**src/rtl/cache_refill_ctrl_pkg.sv**
```systemverilog
// Shared address-field layout, FSM state encoding and line-alignment helper
// for the cache lookup/refill controller.
package cache_pkg;

   localparam int ADDR_W    = 32;
   localparam int HALT_W    = 20;
   localparam int MAIN_W    = 4;
   localparam int INDEX_W   = 4;
   localparam int WORD_W    = 2;
   localparam int HALT_LSB  = 12;
   localparam int MAIN_LSB  = 8;
   localparam int INDEX_LSB = 4;

   localparam logic [ADDR_W-1:0] LINE_ALIGN_MASK = 32'hFFFF_FFF0;

   typedef enum logic [2:0] {
      S_IDLE,
      S_LOOKUP,
      S_MISS_REQ,
      S_REFILL,
      S_TAG_WRITE,
      S_RESP
   } state_t;

   function automatic logic [ADDR_W-1:0] line_align(input logic [ADDR_W-1:0] addr);
      return addr & LINE_ALIGN_MASK;
   endfunction

endpackage

```
**src/rtl/cache_refill_ctrl_if.sv**
```systemverilog
// Bundle of CPU request, tag/valid array, memory and data-array signals.
// Handshakes: a transfer happens on a rising edge where valid and ready are both high; valid holds its payload until then.
interface cache_refill_if
   import cache_pkg::*;
#(
   parameter int NUM_SETS = 16
);
   logic                reqValid;
   logic                reqReady;
   logic [ADDR_W-1:0]   reqAddr;
   logic                selValid;
   logic [MAIN_W-1:0]   selMainTag;
   logic [HALT_W-1:0]   selHaltTag;
   logic [INDEX_W-1:0]  lookupIndex;
   logic                memReqValid;
   logic                memReqReady;
   logic [ADDR_W-1:0]   memReqAddr;
   logic                memRspValid;
   logic [31:0]         memRspData;
   logic                dataWrite;
   logic [WORD_W-1:0]   dataWordSel;
   logic [31:0]         dataOut;
   logic                regWrite;
   logic [NUM_SETS-1:0] decOut;
   logic [MAIN_W-1:0]   inpMainTag;
   logic [HALT_W-1:0]   inpHaltTag;
   logic                validWrite;
   logic                respValid;
   logic                respHit;
   logic                respErr;
   state_t              dbgState;

   modport slave (
      input  reqValid, reqAddr, selValid, selMainTag, selHaltTag,
             memReqReady, memRspValid, memRspData,
      output reqReady, lookupIndex, memReqValid, memReqAddr,
             dataWrite, dataWordSel, dataOut, regWrite, decOut,
             inpMainTag, inpHaltTag, validWrite, respValid, respHit, respErr,
             dbgState
   );

   modport master (
      output reqValid, reqAddr, selValid, selMainTag, selHaltTag,
             memReqReady, memRspValid, memRspData,
      input  reqReady, lookupIndex, memReqValid, memReqAddr,
             dataWrite, dataWordSel, dataOut, regWrite, decOut,
             inpMainTag, inpHaltTag, validWrite, respValid, respHit, respErr,
             dbgState
   );
endinterface

```
**src/rtl/cache_refill_ctrl_dec.sv**
```systemverilog
// 4-to-16 one-hot set decoder, shared by the tag-array and data-array write paths.
module onehot_dec4to16 (
   input  logic        en_i,
   input  logic [3:0]  idx_i,
   output logic [15:0] dec_o
);
   always_comb begin
      dec_o = '0;
      if (en_i) dec_o[idx_i] = 1'b1;
   end
endmodule

```
**src/rtl/cache_refill_ctrl.sv**
```systemverilog
// Single-outstanding lookup/refill controller: tag compare, line fetch over
// valid/ready, word-by-word data write, then tag install and a one-cycle response.
module cache_refill_ctrl
   import cache_pkg::*;
#(
   parameter int NUM_SETS   = 16,
   parameter int LINE_WORDS = 4,
   parameter int TIMEOUT    = 255
) (
   input logic           clk,
   input logic           reset,
   cache_refill_if.slave bus
);
   localparam int TMR_W = $clog2(TIMEOUT + 1);
   localparam logic [TMR_W-1:0]  TMR_LAST  = TMR_W'(TIMEOUT - 1);
   localparam logic [WORD_W-1:0] WORD_LAST = WORD_W'(LINE_WORDS - 1);

   if (NUM_SETS != 16) begin : g_bad_sets
      $error("cache_refill_ctrl: NUM_SETS must be 16");
   end
   if (LINE_WORDS != 4) begin : g_bad_words
      $error("cache_refill_ctrl: LINE_WORDS must be 4");
   end

   state_t             state_q;
   logic [ADDR_W-1:0]  addr_q;
   logic [WORD_W-1:0]  word_cnt_q;
   logic [TMR_W-1:0]   timer_q;
   logic               req_ready_q;
   logic               mem_req_valid_q;
   logic               reg_write_q;
   logic               valid_write_q;
   logic               resp_valid_q;
   logic               resp_hit_q;
   logic               resp_err_q;
   logic               hit;
   logic               dec_en;

   assign hit = bus.selValid
              & (bus.selHaltTag == addr_q[HALT_LSB +: HALT_W])
              & (bus.selMainTag == addr_q[MAIN_LSB +: MAIN_W]);

   always_ff @(posedge clk) begin
      if (reset) begin
         state_q         <= S_IDLE;
         addr_q          <= '0;
         word_cnt_q      <= '0;
         timer_q         <= '0;
         req_ready_q     <= 1'b1;
         mem_req_valid_q <= 1'b0;
         reg_write_q     <= 1'b0;
         valid_write_q   <= 1'b0;
         resp_valid_q    <= 1'b0;
         resp_hit_q      <= 1'b0;
         resp_err_q      <= 1'b0;
      end else begin
         reg_write_q   <= 1'b0;
         valid_write_q <= 1'b0;
         resp_valid_q  <= 1'b0;
         resp_hit_q    <= 1'b0;
         resp_err_q    <= 1'b0;
         case (state_q)
            S_IDLE: begin
               if (bus.reqValid) begin
                  addr_q      <= bus.reqAddr;
                  req_ready_q <= 1'b0;
                  state_q     <= S_LOOKUP;
               end
            end
            S_LOOKUP: begin
               if (hit) begin
                  resp_valid_q <= 1'b1;
                  resp_hit_q   <= 1'b1;
                  state_q      <= S_RESP;
               end else begin
                  mem_req_valid_q <= 1'b1;
                  timer_q         <= '0;
                  state_q         <= S_MISS_REQ;
               end
            end
            S_MISS_REQ: begin
               if (bus.memReqReady) begin
                  mem_req_valid_q <= 1'b0;
                  word_cnt_q      <= '0;
                  timer_q         <= '0;
                  state_q         <= S_REFILL;
               end else if (timer_q == TMR_LAST) begin
                  mem_req_valid_q <= 1'b0;
                  timer_q         <= '0;
                  resp_valid_q    <= 1'b1;
                  resp_err_q      <= 1'b1;
                  state_q         <= S_RESP;
               end else begin
                  timer_q <= timer_q + 1'b1;
               end
            end
            S_REFILL: begin
               if (bus.memRspValid) begin
                  word_cnt_q <= word_cnt_q + 1'b1;
                  timer_q    <= '0;
                  if (word_cnt_q == WORD_LAST) begin
                     reg_write_q   <= 1'b1;
                     valid_write_q <= 1'b1;
                     state_q       <= S_TAG_WRITE;
                  end
               end else if (timer_q == TMR_LAST) begin
                  // Words already written stay in the data array; the line is never marked valid.
                  timer_q      <= '0;
                  resp_valid_q <= 1'b1;
                  resp_err_q   <= 1'b1;
                  state_q      <= S_RESP;
               end else begin
                  timer_q <= timer_q + 1'b1;
               end
            end
            S_TAG_WRITE: begin
               resp_valid_q <= 1'b1;
               state_q      <= S_RESP;
            end
            S_RESP: begin
               req_ready_q <= 1'b1;
               state_q     <= S_IDLE;
            end
            default: begin
               req_ready_q <= 1'b1;
               state_q     <= S_IDLE;
            end
         endcase
      end
   end

   assign dec_en = (state_q == S_REFILL) || (state_q == S_TAG_WRITE);

   onehot_dec4to16 u_dec (
      .en_i  (dec_en),
      .idx_i (addr_q[INDEX_LSB +: INDEX_W]),
      .dec_o (bus.decOut)
   );

   // Data-array writes follow memRspValid combinationally so each word lands in its own arrival cycle.
   assign bus.dataWrite   = (state_q == S_REFILL) && bus.memRspValid;
   assign bus.dataWordSel = word_cnt_q;
   assign bus.dataOut     = bus.dataWrite ? bus.memRspData : '0;

   assign bus.reqReady    = req_ready_q;
   assign bus.lookupIndex = addr_q[INDEX_LSB +: INDEX_W];
   assign bus.memReqValid = mem_req_valid_q;
   assign bus.memReqAddr  = line_align(addr_q);
   assign bus.regWrite    = reg_write_q;
   assign bus.validWrite  = valid_write_q;
   assign bus.inpMainTag  = reg_write_q ? addr_q[MAIN_LSB +: MAIN_W] : '0;
   assign bus.inpHaltTag  = reg_write_q ? addr_q[HALT_LSB +: HALT_W] : '0;
   assign bus.respValid   = resp_valid_q;
   assign bus.respHit     = resp_hit_q;
   assign bus.respErr     = resp_err_q;
   assign bus.dbgState    = state_q;

endmodule

```
**src/flat_wrapper.sv**
```systemverilog
// flat-port wrapper written by rule: the top's interface ports become plain ports
module cache_refill_ctrl_flat import cache_pkg::*;
#(
   parameter int NUM_SETS   = 16,
   parameter int LINE_WORDS = 4,
   parameter int TIMEOUT    = 255
)
  (clk, reset, bus_reqValid, bus_reqAddr, bus_selValid, bus_selMainTag, bus_selHaltTag, bus_memReqReady, bus_memRspValid, bus_memRspData, bus_reqReady, bus_lookupIndex, bus_memReqValid, bus_memReqAddr, bus_dataWrite, bus_dataWordSel, bus_dataOut, bus_regWrite, bus_decOut, bus_inpMainTag, bus_inpHaltTag, bus_validWrite, bus_respValid, bus_respHit, bus_respErr, bus_dbgState);
  cache_refill_if #(.NUM_SETS(NUM_SETS)) bus_i ();
  input logic clk;
  input logic reset;
  input wire logic [$bits(bus_i.reqValid)-1:0] bus_reqValid;
  input wire logic [$bits(bus_i.reqAddr)-1:0] bus_reqAddr;
  input wire logic [$bits(bus_i.selValid)-1:0] bus_selValid;
  input wire logic [$bits(bus_i.selMainTag)-1:0] bus_selMainTag;
  input wire logic [$bits(bus_i.selHaltTag)-1:0] bus_selHaltTag;
  input wire logic [$bits(bus_i.memReqReady)-1:0] bus_memReqReady;
  input wire logic [$bits(bus_i.memRspValid)-1:0] bus_memRspValid;
  input wire logic [$bits(bus_i.memRspData)-1:0] bus_memRspData;
  output wire logic [$bits(bus_i.reqReady)-1:0] bus_reqReady;
  output wire logic [$bits(bus_i.lookupIndex)-1:0] bus_lookupIndex;
  output wire logic [$bits(bus_i.memReqValid)-1:0] bus_memReqValid;
  output wire logic [$bits(bus_i.memReqAddr)-1:0] bus_memReqAddr;
  output wire logic [$bits(bus_i.dataWrite)-1:0] bus_dataWrite;
  output wire logic [$bits(bus_i.dataWordSel)-1:0] bus_dataWordSel;
  output wire logic [$bits(bus_i.dataOut)-1:0] bus_dataOut;
  output wire logic [$bits(bus_i.regWrite)-1:0] bus_regWrite;
  output wire logic [$bits(bus_i.decOut)-1:0] bus_decOut;
  output wire logic [$bits(bus_i.inpMainTag)-1:0] bus_inpMainTag;
  output wire logic [$bits(bus_i.inpHaltTag)-1:0] bus_inpHaltTag;
  output wire logic [$bits(bus_i.validWrite)-1:0] bus_validWrite;
  output wire logic [$bits(bus_i.respValid)-1:0] bus_respValid;
  output wire logic [$bits(bus_i.respHit)-1:0] bus_respHit;
  output wire logic [$bits(bus_i.respErr)-1:0] bus_respErr;
  output wire logic [$bits(bus_i.dbgState)-1:0] bus_dbgState;
  assign bus_i.reqValid = bus_reqValid;
  assign bus_i.reqAddr = bus_reqAddr;
  assign bus_i.selValid = bus_selValid;
  assign bus_i.selMainTag = bus_selMainTag;
  assign bus_i.selHaltTag = bus_selHaltTag;
  assign bus_i.memReqReady = bus_memReqReady;
  assign bus_i.memRspValid = bus_memRspValid;
  assign bus_i.memRspData = bus_memRspData;
  assign bus_reqReady = bus_i.reqReady;
  assign bus_lookupIndex = bus_i.lookupIndex;
  assign bus_memReqValid = bus_i.memReqValid;
  assign bus_memReqAddr = bus_i.memReqAddr;
  assign bus_dataWrite = bus_i.dataWrite;
  assign bus_dataWordSel = bus_i.dataWordSel;
  assign bus_dataOut = bus_i.dataOut;
  assign bus_regWrite = bus_i.regWrite;
  assign bus_decOut = bus_i.decOut;
  assign bus_inpMainTag = bus_i.inpMainTag;
  assign bus_inpHaltTag = bus_i.inpHaltTag;
  assign bus_validWrite = bus_i.validWrite;
  assign bus_respValid = bus_i.respValid;
  assign bus_respHit = bus_i.respHit;
  assign bus_respErr = bus_i.respErr;
  assign bus_dbgState = bus_i.dbgState;
  cache_refill_ctrl #(.NUM_SETS(NUM_SETS), .LINE_WORDS(LINE_WORDS), .TIMEOUT(TIMEOUT)) u_core (.clk(clk), .reset(reset), .bus(bus_i));
endmodule
```
**config.mk**
```make
export PLATFORM = sky130hd
export DESIGN_NAME = cache_refill_ctrl_flat
export DESIGN_NICKNAME = d
export VERILOG_FILES = /design/src/rtl/cache_refill_ctrl_pkg.sv /design/src/rtl/cache_refill_ctrl_if.sv /design/src/rtl/cache_refill_ctrl_dec.sv /design/src/rtl/cache_refill_ctrl.sv /design/src/flat_wrapper.sv
export SDC_FILE = /design/constraint.sdc
export NUM_CORES = 1
export LEC_CHECK = 0
export CORE_MARGIN = 2
export CORE_UTILIZATION = 25
export DETAILED_ROUTE_END_ITERATION = 7
export PLACE_DENSITY = 0.71
export SYNTH_ARGS = -nofsm -noshare
export SYNTH_HDL_FRONTEND = slang
export SYNTH_SLANG_ARGS = --single-unit
```
**constraint.sdc**
```tcl
create_clock -name clk -period 2.7 [get_ports clk]
set_input_delay 0.54 -clock clk [delete_from_list [all_inputs] [get_ports clk]]
set_output_delay 0.54 -clock clk [all_outputs]
set_load 0.005 [all_outputs]
```
### Yosys cells after proc, flatten, opt, wreduce, memory -nomap -nowiden

Cells that the tools add are included.
Widths: inputs -> output; s select.

* word-level logic and storage cells: 84
* bits of input ports: 94
* register bits: 51

* bitwise logic cells: 6
* add/subtract/negate cells: 2
* multiplexer cells: 34
* reduce and logical (&&, ||, !) cells: 16
* equal/unequal tests: 14
* magnitude comparators: 2

Operator list (count)
* $mux 32: 1
* $mux 8: 4
* $pmux 8 s3: 1
* $eq 20x20->1: 1
* $mux 20: 1
* $mux 3: 6
* $mux 16: 1
* $pmux 3 s5: 1
* $mux 1: 10
* $add 8x1->8 const B: 1
* $eq 8x8->1 const B: 1
* $ne 2x2->1 const B: 4
* $reduce_and 2->1: 4
* $eq 3x2->1 const B: 2
* $ne 3x2->1 const B: 2
* $pmux 1 s2: 3
* $reduce_and 3->1: 2
* $lt 4x5->1 const B: 1
* $demux 1 s4: 1
* $eq 4x4->1: 1
* $ge 4x1->1 const B: 1
* $mux 2: 2
* $mux 4: 1
* $not 1->1: 4
* 15 further kinds: 18

### Logic depth before layout (Yosys ltp)

* depth after elaboration: 5
* mapped depth: 9
* depth with buffers taken out: 8

### Hierarchy

Synthesis repeated with hierarchy kept, for this count alone.

* cells, all modules: 370
* area, all modules: 2836.5 um^2

By module, submodules not included
* cache_refill_ctrl: sequential area each 940.9 um^2, cells an instance 347, instances 1, area each 2718.9 um^2
* onehot_dec4to16: sequential area each 0.0 um^2, cells an instance 23, instances 1, area each 117.6 um^2

### Least setup slack after synthesis

No wires, ideal clock.

* path type: input -> output
* start point: input port bus_memRspValid
* end point: output port bus_dataOut[22]
* stages on the path: 5
* slack: 0.634 ns
* data arrival time: 1.526 ns
* buffers on the path: 2
* cell sequence: clkbuf_1 nand2_1 nor2_1 clkbuf_1 and2_1

* longest elaborated chain between the ends: 2

Ends and longest elaborated chain
* start: declaration: RTL line flat_wrapper.sv:18 `input wire logic [$bits(bus_i.memRspValid)-1:0] bus_memRspValid;`
* $logic_and 1x1->1: RTL line cache_refill_ctrl.sv:141 `assign bus.dataWrite = (state_q == S_REFILL) && bus.memRspValid;`
* named net bus_dataWrite: RTL line flat_wrapper.sv:24 `output wire logic [$bits(bus_i.dataWrite)-1:0] bus_dataWrite;`
* $mux 32: RTL line cache_refill_ctrl.sv:143 `assign bus.dataOut = bus.dataWrite ? bus.memRspData : '0;`
* end: declaration: RTL line flat_wrapper.sv:26 `output wire logic [$bits(bus_i.dataOut)-1:0] bus_dataOut;`

The timed path passes the listed nets, and every way through them passes these cells.

### Final worst setup path

* start point: input port bus_memRspValid
* end point: output port bus_dataOut[5]

* longest elaborated chain between the ends: 2

Ends and longest elaborated chain (RTL line)
* $logic_and 1x1->1: cache_refill_ctrl.sv:141
* $mux 32: cache_refill_ctrl.sv:143

Every way passes these cells.

==> run metrics <==
drt first pass iters 8; largest net degree at the start of global routing 35; I/O Buffers 206; DRT iter0 DRCs 187; final net count 689; first-pass GRT wire length 16.8 mm; critical path launch point type input port; Die W 113 um; Worst EP arrival 2070 ps; CP Class in2out; status finished, violations left; Antenna Nets Post-Route 0; worst skew pair latency 280 ps; Worst Path Max Fanout 34; VDD IR max 0.226 mV; n_diodes 0; most frequent cells in the layout 205 x clkdlybuf4s50_1, 72 x nand2_1, 59 x and2_1; total die area 0.0128 mm^2; TritonCTS buffer count 5; area grow syn2layout 79.5%; pwr dens 486 mW/mm^2; final setup fails 0; CTS tree done; vias after detailed routing 3550; dpl cells 728; core region area 0.0115 mm^2; achievable clock frequency 384 MHz; Seq/Total Area, Yosys 31.5%; layout cells sized above 1 6.58%; YS warnings 0; # IOs 215; post-route core utilization 46.5%; global-route congestion overflow total 0; Avg Vias per Cell 4.82; # fillers 1126; hold_ws 481 ps; Worst Max-Slew Pin Slew 529 ps; violated checks DRC; DP HPWL 8.92 mm; Final Critical Period 2610 ps; Reg2Reg Setup Slack 650 ps; Slew Viols, Final 0; ys flop type dfxtp_1; GRT Util Overall 16.2%; Mean Syn Cell Area 7.54 um^2; Clock Pin Slew Worst Setup and Hold Paths 70 ps; Final GP Congestion 0.833; Post-synth EDFFs 0; WL/cell 14.9 um; Detailed Route WL 11.0 mm; Required @ worst endpoint 2160 ps; Remaining DRCs 13; Max-Cap Viols 0; CTS Buffer Depth 2; Fin. Hold Viols 0; number of global-route vias before repair 3329; hold crit path type reg2reg; initial antenna violation count 0; commonest non-fill, non-tap cell in the layout clkdlybuf4s50_1; Leak Pwr 1.96 nW; Die Y-Extent 113 um; num rows 39; Initial Util 25.9%; H-Tree Depth 2; relative slew slack 64.8%; clock sink count 47; Seq cells post-synth 47; Synth async-reset ratio 0%; Fin Clk Skew 10.1 ps; Mapped Area 0.00298 mm^2; fin crit share 96.6%; root buffer cell clkbuf_16; Syn Inst Count 396; critical path capture point type output port; Cell variety after synth 53; post-route insts no fill 736
final timing paths:
| kind | startpoint | endpoint | depth (start not counted) |
|---|---|---|---|
| max | bus_memRspValid | bus_dataOut[5] | 6 |
| min | u_core.bus.memReqValid$_SDFFE_PP0P_ | u_core.bus.memReqValid$_SDFFE_PP0P_ | 2 |
| max reg2reg | u_core.timer_q[0]$_SDFFE_PP0P_ | u_core.timer_q[6]$_SDFFE_PP0P_ | 7 |
| min reg2reg | u_core.bus.memReqValid$_SDFFE_PP0P_ | u_core.bus.memReqValid$_SDFFE_PP0P_ | 2 |
sequential cells by signal, summed over array words and instances (netlist names):
name,count
u_core.addr_q,28
u_core.timer_q,8
u_core.bus.dbgState,3
u_core.bus.dataWordSel,2
u_core.bus.memReqValid,1
u_core.bus.regWrite,1
u_core.bus.reqReady,1
u_core.bus.respErr,1
u_core.bus.respHit,1
u_core.bus.respValid,1
routing by layer:
| metal | global-route usage, % | routed length, um | up-vias |
|---|---|---|---|
| met5 | 0 | 0 | - |
| met4 | 4.15 | 157 | 0 |
| met3 | 4.12 | 1090 | 12 |
| met2 | 28.7 | 5420 | 186 |
| met1 | 19.4 | 4310 | 1625 |
| li1 | - | - | 1727 |
stage by stage:
step | power [mW] | setup WS [ps] | TNS (ps) | area, um^2
floorplan | 1.42 | 634 | 0 | 3000
global placement | 1.94 | 44.2 | 0 | 5180
detailed placement | 1.97 | 28.7 | 0 | 5180
CTS | 2.62 | 34.1 | 0 | 5340
global route | 2.76 | -75.0 | -96.8 | 5360
finish | 2.60 | 93.0 | 0 | 5360
Yosys cell counts (2+ instances only):
master / count / area share [%]
xor2_1: 24 / 7.0
nand2b_1: 6 / 1.3
buf_2: 2 / 0.34
o21bai_1: 3 / 0.75
nand2_1: 72 / 9.1
o211ai_1: 3 / 0.75
buf_4: 10 / 2.5
dfxtp_1: 47 / 32
o21ai_0: 7 / 1.2
nor3_1: 10 / 1.7
ha_1: 3 / 1.3
nor2_1: 27 / 3.4
inv_1: 5 / 0.63
nand3_1: 5 / 0.84
nor4_2: 3 / 1.3
mux2i_1: 2 / 0.67
nor4_1: 8 / 1.7
nand4_1: 4 / 0.84
a21oi_1: 34 / 5.7
clkbuf_1: 17 / 2.1
a311oi_2: 3 / 1.5
a22oi_1: 3 / 0.75
a221oi_2: 2 / 1.0
a31oi_1: 3 / 0.63
buf_1: 2 / 0.25
or3_1: 6 / 1.3
and2_1: 59 / 12
area by class of cell:
| cell class | instances | area (um^2) | area share [%] |
|---|---|---|---|
| Sequential cell | 47 | 942 | 17.6 |
| Clock inverter | 1 | 7.51 | 0.140 |
| Inverter | 6 | 22.5 | 0.421 |
| Multi-Input combinational cell | 314 | 1880 | 35.1 |
| Timing Repair Buffer | 218 | 2170 | 40.6 |
| Tap cell | 143 | 179 | 3.34 |
| Clock buffer | 7 | 153 | 2.85 |
power breakdown:
part           internal (mW)  total [mW]  switching (mW)
registers              0.785       0.903           0.118
clock network          0.393       0.640           0.246
logic                  0.548        1.06           0.512
worst max-delay path: stages:
cell	delay, ps
clkdlybuf4s50_1	470
nand2_1	80
nor2_2	130
buf_12	180
and2_1	150
clkdlybuf4s50_1	510
logic make-up (layout without fill, tap and decap cells):
| family | Yosys count | after routing | synth area share [%] |
|---|---|---|---|
| compound gates | 70 | 70 | 16.2 |
| xor+xnor | 24 | 24 | 7.04 |
| fa+ha+maj | 3 | 3 | 1.26 |
| buf+inv | 38 | 232 | 6.37 |
| flops | 47 | 47 | 31.5 |
| mux | 2 | 2 | 0.671 |
| other cells | 1 | 4 | 0.126 |
| simple gates | 211 | 211 | 36.8 |
repair_timing:
action | in CTS | in global routing
hold endpoints to repair | 0 | 0
setup endpoints to repair | 1 | 31
pin swaps | 0 | 0
resized for setup | 1 | 4
setup buffers | 0 | 0
hold buffers | 0 | 0
No activity file was read; power rests on OpenSTA's default activity.
